<file path="src/rtl/linear_encoder_pkg.sv">
// Shared types for the linear-encoder DMA: FSM states, descriptor payload and widths.
package linear_encoder_pkg;

  localparam int LINEAR_ENCODER_STATE_W = 2;
  localparam int LINEAR_ENCODER_ADDR_W  = 64;
  localparam int LINEAR_ENCODER_LEN_W   = 16;

  typedef enum logic [LINEAR_ENCODER_STATE_W-1:0] {
    IDLE = 2'd0,
    INIT = 2'd1,
    EXEC = 2'd2,
    DONE = 2'd3
  } linear_encoder_state_e;

  typedef struct packed {
    logic [LINEAR_ENCODER_ADDR_W-1:0] addr;
    logic [LINEAR_ENCODER_LEN_W-1:0]  len;
  } linear_encoder_desc_t;

endpackage

</file>
<file path="src/rtl/linear_encoder_desc_gen.sv">
// Burst descriptor generator for one DMA direction: burst index, address
// accumulator and a registered valid/ready handshake.
module linear_encoder_desc_gen #(
  parameter int ADDR_W = 64,
  parameter int LEN_W  = 16
) (
  input  logic              clk,
  input  logic              rst_n,
  input  logic              clear,
  input  logic              run,
  input  logic              ready,
  input  logic [LEN_W:0]    limit,
  input  logic [LEN_W-1:0]  n_bursts,
  input  logic [LEN_W-1:0]  full_len,
  input  logic [LEN_W-1:0]  last_len,
  input  logic [ADDR_W-1:0] base,
  input  logic [ADDR_W-1:0] stride,
  output logic              valid,
  output logic [ADDR_W-1:0] addr,
  output logic [LEN_W-1:0]  len,
  output logic [LEN_W-1:0]  issued
);

  logic              fire;
  logic [LEN_W-1:0]  idx_next;
  logic [ADDR_W-1:0] addr_next;

  // NOTE: every always_comb output gets a default first so no latch is inferred.
  always_comb begin
    fire      = valid && ready;
    idx_next  = issued;
    addr_next = addr;
    if (clear) begin
      idx_next  = '0;
      addr_next = base;
    end else if (fire) begin
      idx_next  = issued + LEN_W'(1);
      addr_next = addr + stride;
    end
  end

  // The next burst is presented as soon as its index is below the caller's
  // limit, so back-to-back descriptors follow a handshake without a gap.
  // NOTE: sequential state uses non-blocking assignments only.
  always_ff @(posedge clk or negedge rst_n) begin
    if (!rst_n) begin
      valid  <= 1'b0;
      addr   <= '0;
      len    <= '0;
      issued <= '0;
    end else begin
      issued <= idx_next;
      addr   <= addr_next;
      valid  <= run && ({1'b0, idx_next} < limit);
      len    <= (idx_next == n_bursts - LEN_W'(1)) ? last_len : full_len;
    end
  end

endmodule

</file>
<file path="src/rtl/linear_encoder_dma_ctrl.sv">
// Linear-encoder DMA sequencing controller: bursts a message through read and
// write DMA engines. Optional EXEC cycle counter enabled by LINEAR_ENCODER_PERF_EN.
module linear_encoder_dma_ctrl
  import linear_encoder_pkg::*;
#(
  parameter int ADDR_W     = 64,
  parameter int LEN_W      = 16,
  parameter int BURST_LEN  = 256,
  parameter int ELEM_BYTES = 32,
  parameter int RATE       = 2,
  parameter int MAX_OUT    = 4
) (
  input  logic                              clk,
  input  logic                              rst_n,
  input  logic                              start_i,
  input  logic [ADDR_W-1:0]                 src_addr_i,
  input  logic [ADDR_W-1:0]                 dst_addr_i,
  input  logic [LEN_W-1:0]                  num_elems_i,
  output logic                              busy_o,
  output logic                              done_o,
  output logic [LINEAR_ENCODER_STATE_W-1:0] state_o,
  output logic                              rd_req_valid_o,
  input  logic                              rd_req_ready_i,
  output logic [ADDR_W-1:0]                 rd_req_addr_o,
  output logic [LEN_W-1:0]                  rd_req_len_o,
  input  logic                              rd_done_i,
  output logic                              wr_req_valid_o,
  input  logic                              wr_req_ready_i,
  output logic [ADDR_W-1:0]                 wr_req_addr_o,
  output logic [LEN_W-1:0]                  wr_req_len_o,
  input  logic                              wr_done_i,
  output logic [31:0]                       cycles_o
);

  localparam int BURST_SH = $clog2(BURST_LEN);
  localparam int ELEM_SH  = $clog2(ELEM_BYTES);
  localparam logic [ADDR_W-1:0] RD_STRIDE   = ADDR_W'(1) << (BURST_SH + ELEM_SH);
  localparam logic [ADDR_W-1:0] WR_STRIDE   = ADDR_W'(RATE) << (BURST_SH + ELEM_SH);
  localparam logic [LEN_W-1:0]  RD_FULL_LEN = LEN_W'(BURST_LEN);
  localparam logic [LEN_W-1:0]  WR_FULL_LEN = LEN_W'(RATE * BURST_LEN);
  localparam logic [LEN_W-1:0]  RATE_L      = LEN_W'(RATE);
  localparam logic [LEN_W:0]    OUT_LIMIT   = (LEN_W+1)'(MAX_OUT);

  if (RATE * BURST_LEN >= 2 ** LEN_W) begin : g_rate_check
    $error("RATE*BURST_LEN does not fit in LEN_W");
  end

  linear_encoder_state_e state;
  logic [ADDR_W-1:0] src_q, dst_q;
  logic [LEN_W-1:0]  num_q;
  logic [LEN_W-1:0]  n_bursts, last_len, wr_last_len;
  logic [LEN_W-1:0]  rd_issued, wr_issued, rd_cmp, wr_cmp;
  logic [LEN_W-1:0]  rd_cmp_next, wr_cmp_next;
  logic [LEN_W:0]    rd_window, rd_limit, wr_limit;
  logic              rd_accept, wr_accept, gen_clear, gen_run;

  // The job registers are frozen for the whole job, so the burst geometry can
  // be derived combinationally and is already valid during INIT.
  assign n_bursts    = (num_q >> BURST_SH) + LEN_W'(|num_q[BURST_SH-1:0]);
  assign last_len    = num_q - ((n_bursts - LEN_W'(1)) << BURST_SH);
  assign wr_last_len = last_len * RATE_L;
  assign gen_clear   = (state == INIT);
  assign gen_run     = (state == INIT) || (state == EXEC);
  assign state_o     = state;

  always_comb begin
    rd_accept   = (state == EXEC) && rd_done_i && (rd_issued != rd_cmp);
    wr_accept   = (state == EXEC) && wr_done_i && (wr_issued != wr_cmp);
    rd_cmp_next = (state == INIT) ? '0 : rd_cmp + LEN_W'(rd_accept);
    wr_cmp_next = (state == INIT) ? '0 : wr_cmp + LEN_W'(wr_accept);
    rd_window   = {1'b0, rd_cmp_next} + OUT_LIMIT;
    rd_limit    = (rd_window < {1'b0, n_bursts}) ? rd_window : {1'b0, n_bursts};
    wr_limit    = {1'b0, rd_cmp_next};
  end

  always_ff @(posedge clk or negedge rst_n) begin
    if (!rst_n) begin
      rd_cmp <= '0;
      wr_cmp <= '0;
    end else begin
      rd_cmp <= rd_cmp_next;
      wr_cmp <= wr_cmp_next;
    end
  end

  always_ff @(posedge clk or negedge rst_n) begin
    if (!rst_n) begin
      state  <= IDLE;
      busy_o <= 1'b0;
      done_o <= 1'b0;
      src_q  <= '0;
      dst_q  <= '0;
      num_q  <= '0;
    end else begin
      done_o <= 1'b0;
      case (state)
        IDLE: if (start_i) begin
          src_q  <= src_addr_i;
          dst_q  <= dst_addr_i;
          num_q  <= num_elems_i;
          state  <= INIT;
          busy_o <= 1'b1;
        end
        INIT: if (n_bursts == '0) begin
          state  <= DONE;
          done_o <= 1'b1;
        end else begin
          state  <= EXEC;
        end
        EXEC: if (wr_cmp_next == n_bursts) begin
          state  <= DONE;
          done_o <= 1'b1;
        end
        DONE: begin
          state  <= IDLE;
          busy_o <= 1'b0;
        end
        default: state <= IDLE;
      endcase
    end
  end

  linear_encoder_desc_gen #(.ADDR_W(ADDR_W), .LEN_W(LEN_W)) u_rd_gen (
    .clk      (clk),
    .rst_n    (rst_n),
    .clear    (gen_clear),
    .run      (gen_run),
    .ready    (rd_req_ready_i),
    .limit    (rd_limit),
    .n_bursts (n_bursts),
    .full_len (RD_FULL_LEN),
    .last_len (last_len),
    .base     (src_q),
    .stride   (RD_STRIDE),
    .valid    (rd_req_valid_o),
    .addr     (rd_req_addr_o),
    .len      (rd_req_len_o),
    .issued   (rd_issued)
  );

  linear_encoder_desc_gen #(.ADDR_W(ADDR_W), .LEN_W(LEN_W)) u_wr_gen (
    .clk      (clk),
    .rst_n    (rst_n),
    .clear    (gen_clear),
    .run      (gen_run),
    .ready    (wr_req_ready_i),
    .limit    (wr_limit),
    .n_bursts (n_bursts),
    .full_len (WR_FULL_LEN),
    .last_len (wr_last_len),
    .base     (dst_q),
    .stride   (WR_STRIDE),
    .valid    (wr_req_valid_o),
    .addr     (wr_req_addr_o),
    .len      (wr_req_len_o),
    .issued   (wr_issued)
  );

`ifdef LINEAR_ENCODER_PERF_EN
  logic [31:0] cycles_q;

  always_ff @(posedge clk or negedge rst_n) begin
    if (!rst_n) begin
      cycles_q <= '0;
    end else if (state == INIT) begin
      cycles_q <= '0;
    end else if ((state == EXEC) && (cycles_q != '1)) begin
      cycles_q <= cycles_q + 32'd1;
    end
  end

  assign cycles_o = cycles_q;
`else
  assign cycles_o = '0;
`endif

endmodule

</file>
<file path="config.mk">
export PLATFORM = sky130hd
export DESIGN_NAME = linear_encoder_dma_ctrl
export DESIGN_NICKNAME = d
export VERILOG_FILES = /design/src/rtl/linear_encoder_pkg.sv /design/src/rtl/linear_encoder_desc_gen.sv /design/src/rtl/linear_encoder_dma_ctrl.sv
export SDC_FILE = /design/constraint.sdc
export NUM_CORES = 1
export LEC_CHECK = 0
export BUFFER_PORTS_ARGS = -buffer_cell sky130_fd_sc_hd__buf_4
export CORE_MARGIN = 4
export CORE_UTILIZATION = 40
export CTS_CLUSTER_DIAMETER = 80
export DETAILED_ROUTE_END_ITERATION = 8
export SETUP_SLACK_MARGIN = 0.3
export SLEW_MARGIN = 20
export SYNTH_ARGS = -nofsm -noshare
export SYNTH_HDL_FRONTEND = slang
export SYNTH_SLANG_ARGS = --single-unit
</file>
<file path="constraint.sdc">
create_clock -name clk -period 6.4 [get_ports clk]
set_clock_uncertainty 0.2 [all_clocks]
set_input_delay 0 -clock clk [delete_from_list [all_inputs] [get_ports clk]]
set_output_delay 0 -clock clk [all_outputs]
set_load 0.02 [all_outputs]
</file>
==> flow_metrics.env <==
export IMPL_reg2reg_depth=28
export IMPL_nNetsFinal=2653
export IMPL_finalNonFillerCells=3096
export IMPL_holdCritStartpoint="src_addr_i[45]"
export IMPL_use_met2=0.3726
export IMPL_fin_crit_ns=6.054
export IMPL_slowest_delay_ns=0.45
export IMPL_worst_ep_arrival_time_ns=6.36
export IMPL_critPathCaptureType="register"
export IMPL_synth_main_ff_cell="dfrtp_1"
export IMPL_initial_core_util=0.4048
export IMPL_die_w_um=227.8
export IMPL_grt_use_met3=0.05327
export IMPL_core_um2=47750
export IMPL_viasPerCell=5.197
export IMPL_synth_async_reset_ratio=1.000
export IMPL_r2r_end="u_rd_gen.valid"
export IMPL_required_ns=6.70
export IMPL_grt_usage=0.2195
export IMPL_ys_ff_latch=373
export IMPL_met1_usage=0.2753
export IMPL_grt_pass1_wl_mm=93.11
export IMPL_yosysWarnings=0
export IMPL_drt_total_wl_mm=58.08
export IMPL_rows=80
export IMPL_hold_path_class="input pin to register"
export IMPL_drive_gt1_frac=0.2668
export IMPL_status="finished, final reports clean"
export IMPL_drtIter0Drc=981
export IMPL_ctsHtreeMaxLevel=2
export IMPL_relSlewSlack=0.2965
export IMPL_antenna_left=0
export IMPL_ir_drop_mv=0.3021
export IMPL_tritoncts="yes"
export IMPL_setup_violations=0
export IMPL_power_density_nw_per_um2=425.7
export IMPL_die_y_um=227.8
export IMPL_power_leakage_nw=12.17
export IMPL_dr_pass1_iters=8
export IMPL_rsz0062_at_grt="no"
export IMPL_fmax_mhz=165.2
export IMPL_criticalPathCategory="register to register"
export IMPL_root_buffer="clkbuf_16"
export IMPL_port_buffers=315
export IMPL_io_pins=349
export IMPL_cp_max_fo=8
export IMPL_finalSetupTns_ns=0
export IMPL_r2r_slack_ns=0.35
export IMPL_area_growth_pct=38.99
export IMPL_postSynthCellCount=1830
export IMPL_cts_buffers_inserted=43
export IMPL_synth_edf_count=0
export IMPL_finalHoldViolations=0
export IMPL_seq_area_frac_synth=0.4830
export IMPL_grt_overflow_total=0
export IMPL_clk_latency_ns=0.57
export IMPL_place_hpwl_mm=40.32
export IMPL_gp_congestion=0.8741
export IMPL_crit_slowest_cell="dfrtp_1"
export IMPL_timing_rr_start="u_rd_gen.issued[5]"
export IMPL_whs_path_depth=3
export IMPL_die_area_um2=51900
export IMPL_clkTransAtPathRegs_ns=0.06
export IMPL_first_global_vias=16640
export IMPL_clk_path_buf_depth=3
export IMPL_drv_slew=0
export IMPL_drv_cap=0
export IMPL_grt_max_degree=223
export IMPL_period_share=0.9460
export IMPL_hold_end="src_q[45]"
export IMPL_wire_per_inst_um=18.76
export IMPL_grt_busiest_layer="met2"
export IMPL_drc=0
export IMPL_antenna_found_initial=7
export IMPL_dpl_cell_count=2744
export IMPL_ys_types=73
export IMPL_postSynthAreaPerCell_um2=10.56
export IMPL_start_kind="register"
export IMPL_synthesis_area_um2=19330
export IMPL_worst_pin_slew_ns=1.046
export IMPL_vias=16090
export IMPL_cts_sinks=373
where the power goes:
group          total, mW  switching, mW  internal, mW
clock network       2.53           1.01          1.52
registers           4.05          0.774          3.28
logic               4.85           2.60          2.26
critical path, delay by kind of cell (launching register included):
kind	cells	cell delay (ns)
muxes	1	0.26
DFF	1	0.45
AOI/OAI and AO/OA	10	1.93
xor gates and xnor gates	3	0.37
and+or+nand+nor	8	1.53
buffers and inverters	2	0.34
adders and majority gates	4	0.90
metrics by stage:
stage | util | setup WS [ns] | area (µm²) | power (mW) | hold slack, ns
after floorplan | - | 0.3333 | 19480 | 6.904 | -0.4956
after global placement | 0.4716 | 0.1614 | 22520 | 8.571 | -0.1021
after detailed placement | 0.4716 | -0.02784 | 22520 | 8.687 | -0.09639
after CTS | 0.5578 | 0.3106 | 26630 | 11.48 | 0.0001832
after global routing | 0.5626 | 0.2005 | 26860 | 12.19 | 0.003450
final | 0.5626 | 0.3458 | 26860 | 11.44 | 0.01602
area by class of cell:
| class | count | area (µm²) |
|---|---|---|
| flip-flops and latches | 373 | 9336 |
| well taps | 615 | 769.5 |
| diodes | 7 | 17.52 |
| fillers | 4077 | 20890 |
| clock inverters | 10 | 162.7 |
| clock buffers | 68 | 1301 |
| multi-input cells | 1325 | 9555 |
| inverters | 61 | 229.0 |
| repair buffers | 637 | 5489 |
cell families (layout without fill, tap and decap cells):
| family | Yosys count | after routing | synth area share |
|---|---|---|---|
| muxes | 189 | 189 | 0.1093 |
| adders and majority gates | 61 | 61 | 0.03988 |
| other | 2 | 47 | 0.0003886 |
| DFF | 373 | 373 | 0.4830 |
| buffers and inverters | 170 | 776 | 0.04111 |
| and+or+nand+nor | 588 | 588 | 0.1565 |
| xor gates and xnor gates | 207 | 207 | 0.09595 |
| AOI/OAI and AO/OA | 240 | 240 | 0.07394 |
flip-flops by register name (all words and copies together) (netlist names):
name / cells
busy_o: 1
done_o: 1
dst_q: 64
num_q: 16
rd_cmp: 16
src_q: 64
state_o: 2
u_rd_gen.addr: 64
u_rd_gen.issued: 16
u_rd_gen.len: 16
u_rd_gen.valid: 1
u_wr_gen.addr: 64
u_wr_gen.issued: 16
u_wr_gen.len: 15
u_wr_gen.valid: 1
wr_cmp: 16
cell usage after synthesis, drive strengths merged (13+ instances only):
master | n | area (µm²)
nand2 | 182 | 683.2
and2 | 36 | 225.2
or4 | 14 | 108.9
nor4 | 29 | 181.4
nor2 | 80 | 300.3
inv | 60 | 225.2
xnor2 | 93 | 814.5
clkbuf | 59 | 221.5
ha | 60 | 750.7
nor2b | 13 | 81.33
or3 | 15 | 93.84
mux2 | 176 | 1982
nor3 | 31 | 155.2
dfrtp | 373 | 9334
a21oi | 41 | 209.0
mux2i | 13 | 130.1
o21ai | 129 | 645.6
buf | 50 | 344.1
xor2 | 111 | 972.2
nand4 | 43 | 269.0
and3 | 30 | 187.7
nand3 | 69 | 357.8
cell usage in the layout (no fill, tap or decap), types with 7 or more instances in the layout:
cell           instances
buf_4                376
dfrtp_1              371
dlygate4sd3_1        255
nand2_1              181
mux2_2               174
xor2_1               107
o21ai_0               92
xnor2_1               90
nor2_1                80
nand3_1               68
inv_1                 58
ha_1                  54
clkbuf_16             44
nand4_1               43
conb_1                40
a21oi_1               38
o21ai_1               37
and2_1                36
nor3_1                30
and3_1                29
nor4_1                27
or3_1                 15
or4_1                 13
clkbuf_1              13
nor2b_1               12
mux2i_1               12
a21o_1                12
and4_1                11
clkbuf_8              11
o31ai_1               10
a31oi_1                8
diode_2                7
or2_1                  7
routing by layer:
metal	up-vias	wire length [µm]
li1	7559	-
met1	7920	23860
met2	499	28250
met3	113	4011
met4	0	1950
met5	-	0
how the worst max path moves through the flow:
| stage | from | to | slack, ns | cells past startpoint |
|---|---|---|---|---|
| global route | u_rd_gen.issued[5] | u_rd_gen.valid | 0.20 | 28 |
| detailed placement | u_rd_gen.issued[12] | u_rd_gen.valid | -0.03 | 27 |
| global placement | u_rd_gen.issued[12] | u_rd_gen.valid | 0.16 | 27 |
| CTS | rd_cmp[15] | u_rd_gen.valid | 0.31 | 28 |
| floorplan | rd_cmp[9] | u_rd_gen.valid | 0.33 | 30 |
| finish | u_rd_gen.issued[5] | u_rd_gen.valid | 0.35 | 28 |
what timing repair did:
| action | 4_1_cts | 5_1_grt |
|---|---|---|
| hold endpoints to repair | 275 | 0 |
| hold buffers | 256 | 0 |
| setup buffers | 1 | 10 |
| cloned | 0 | 0 |
| pin swaps | 5 | 17 |
| gates resized for setup | 12 | 23 |
| endpoints found under the setup margin | 1 | 1 |
Power figures use the tool's default switching activity.
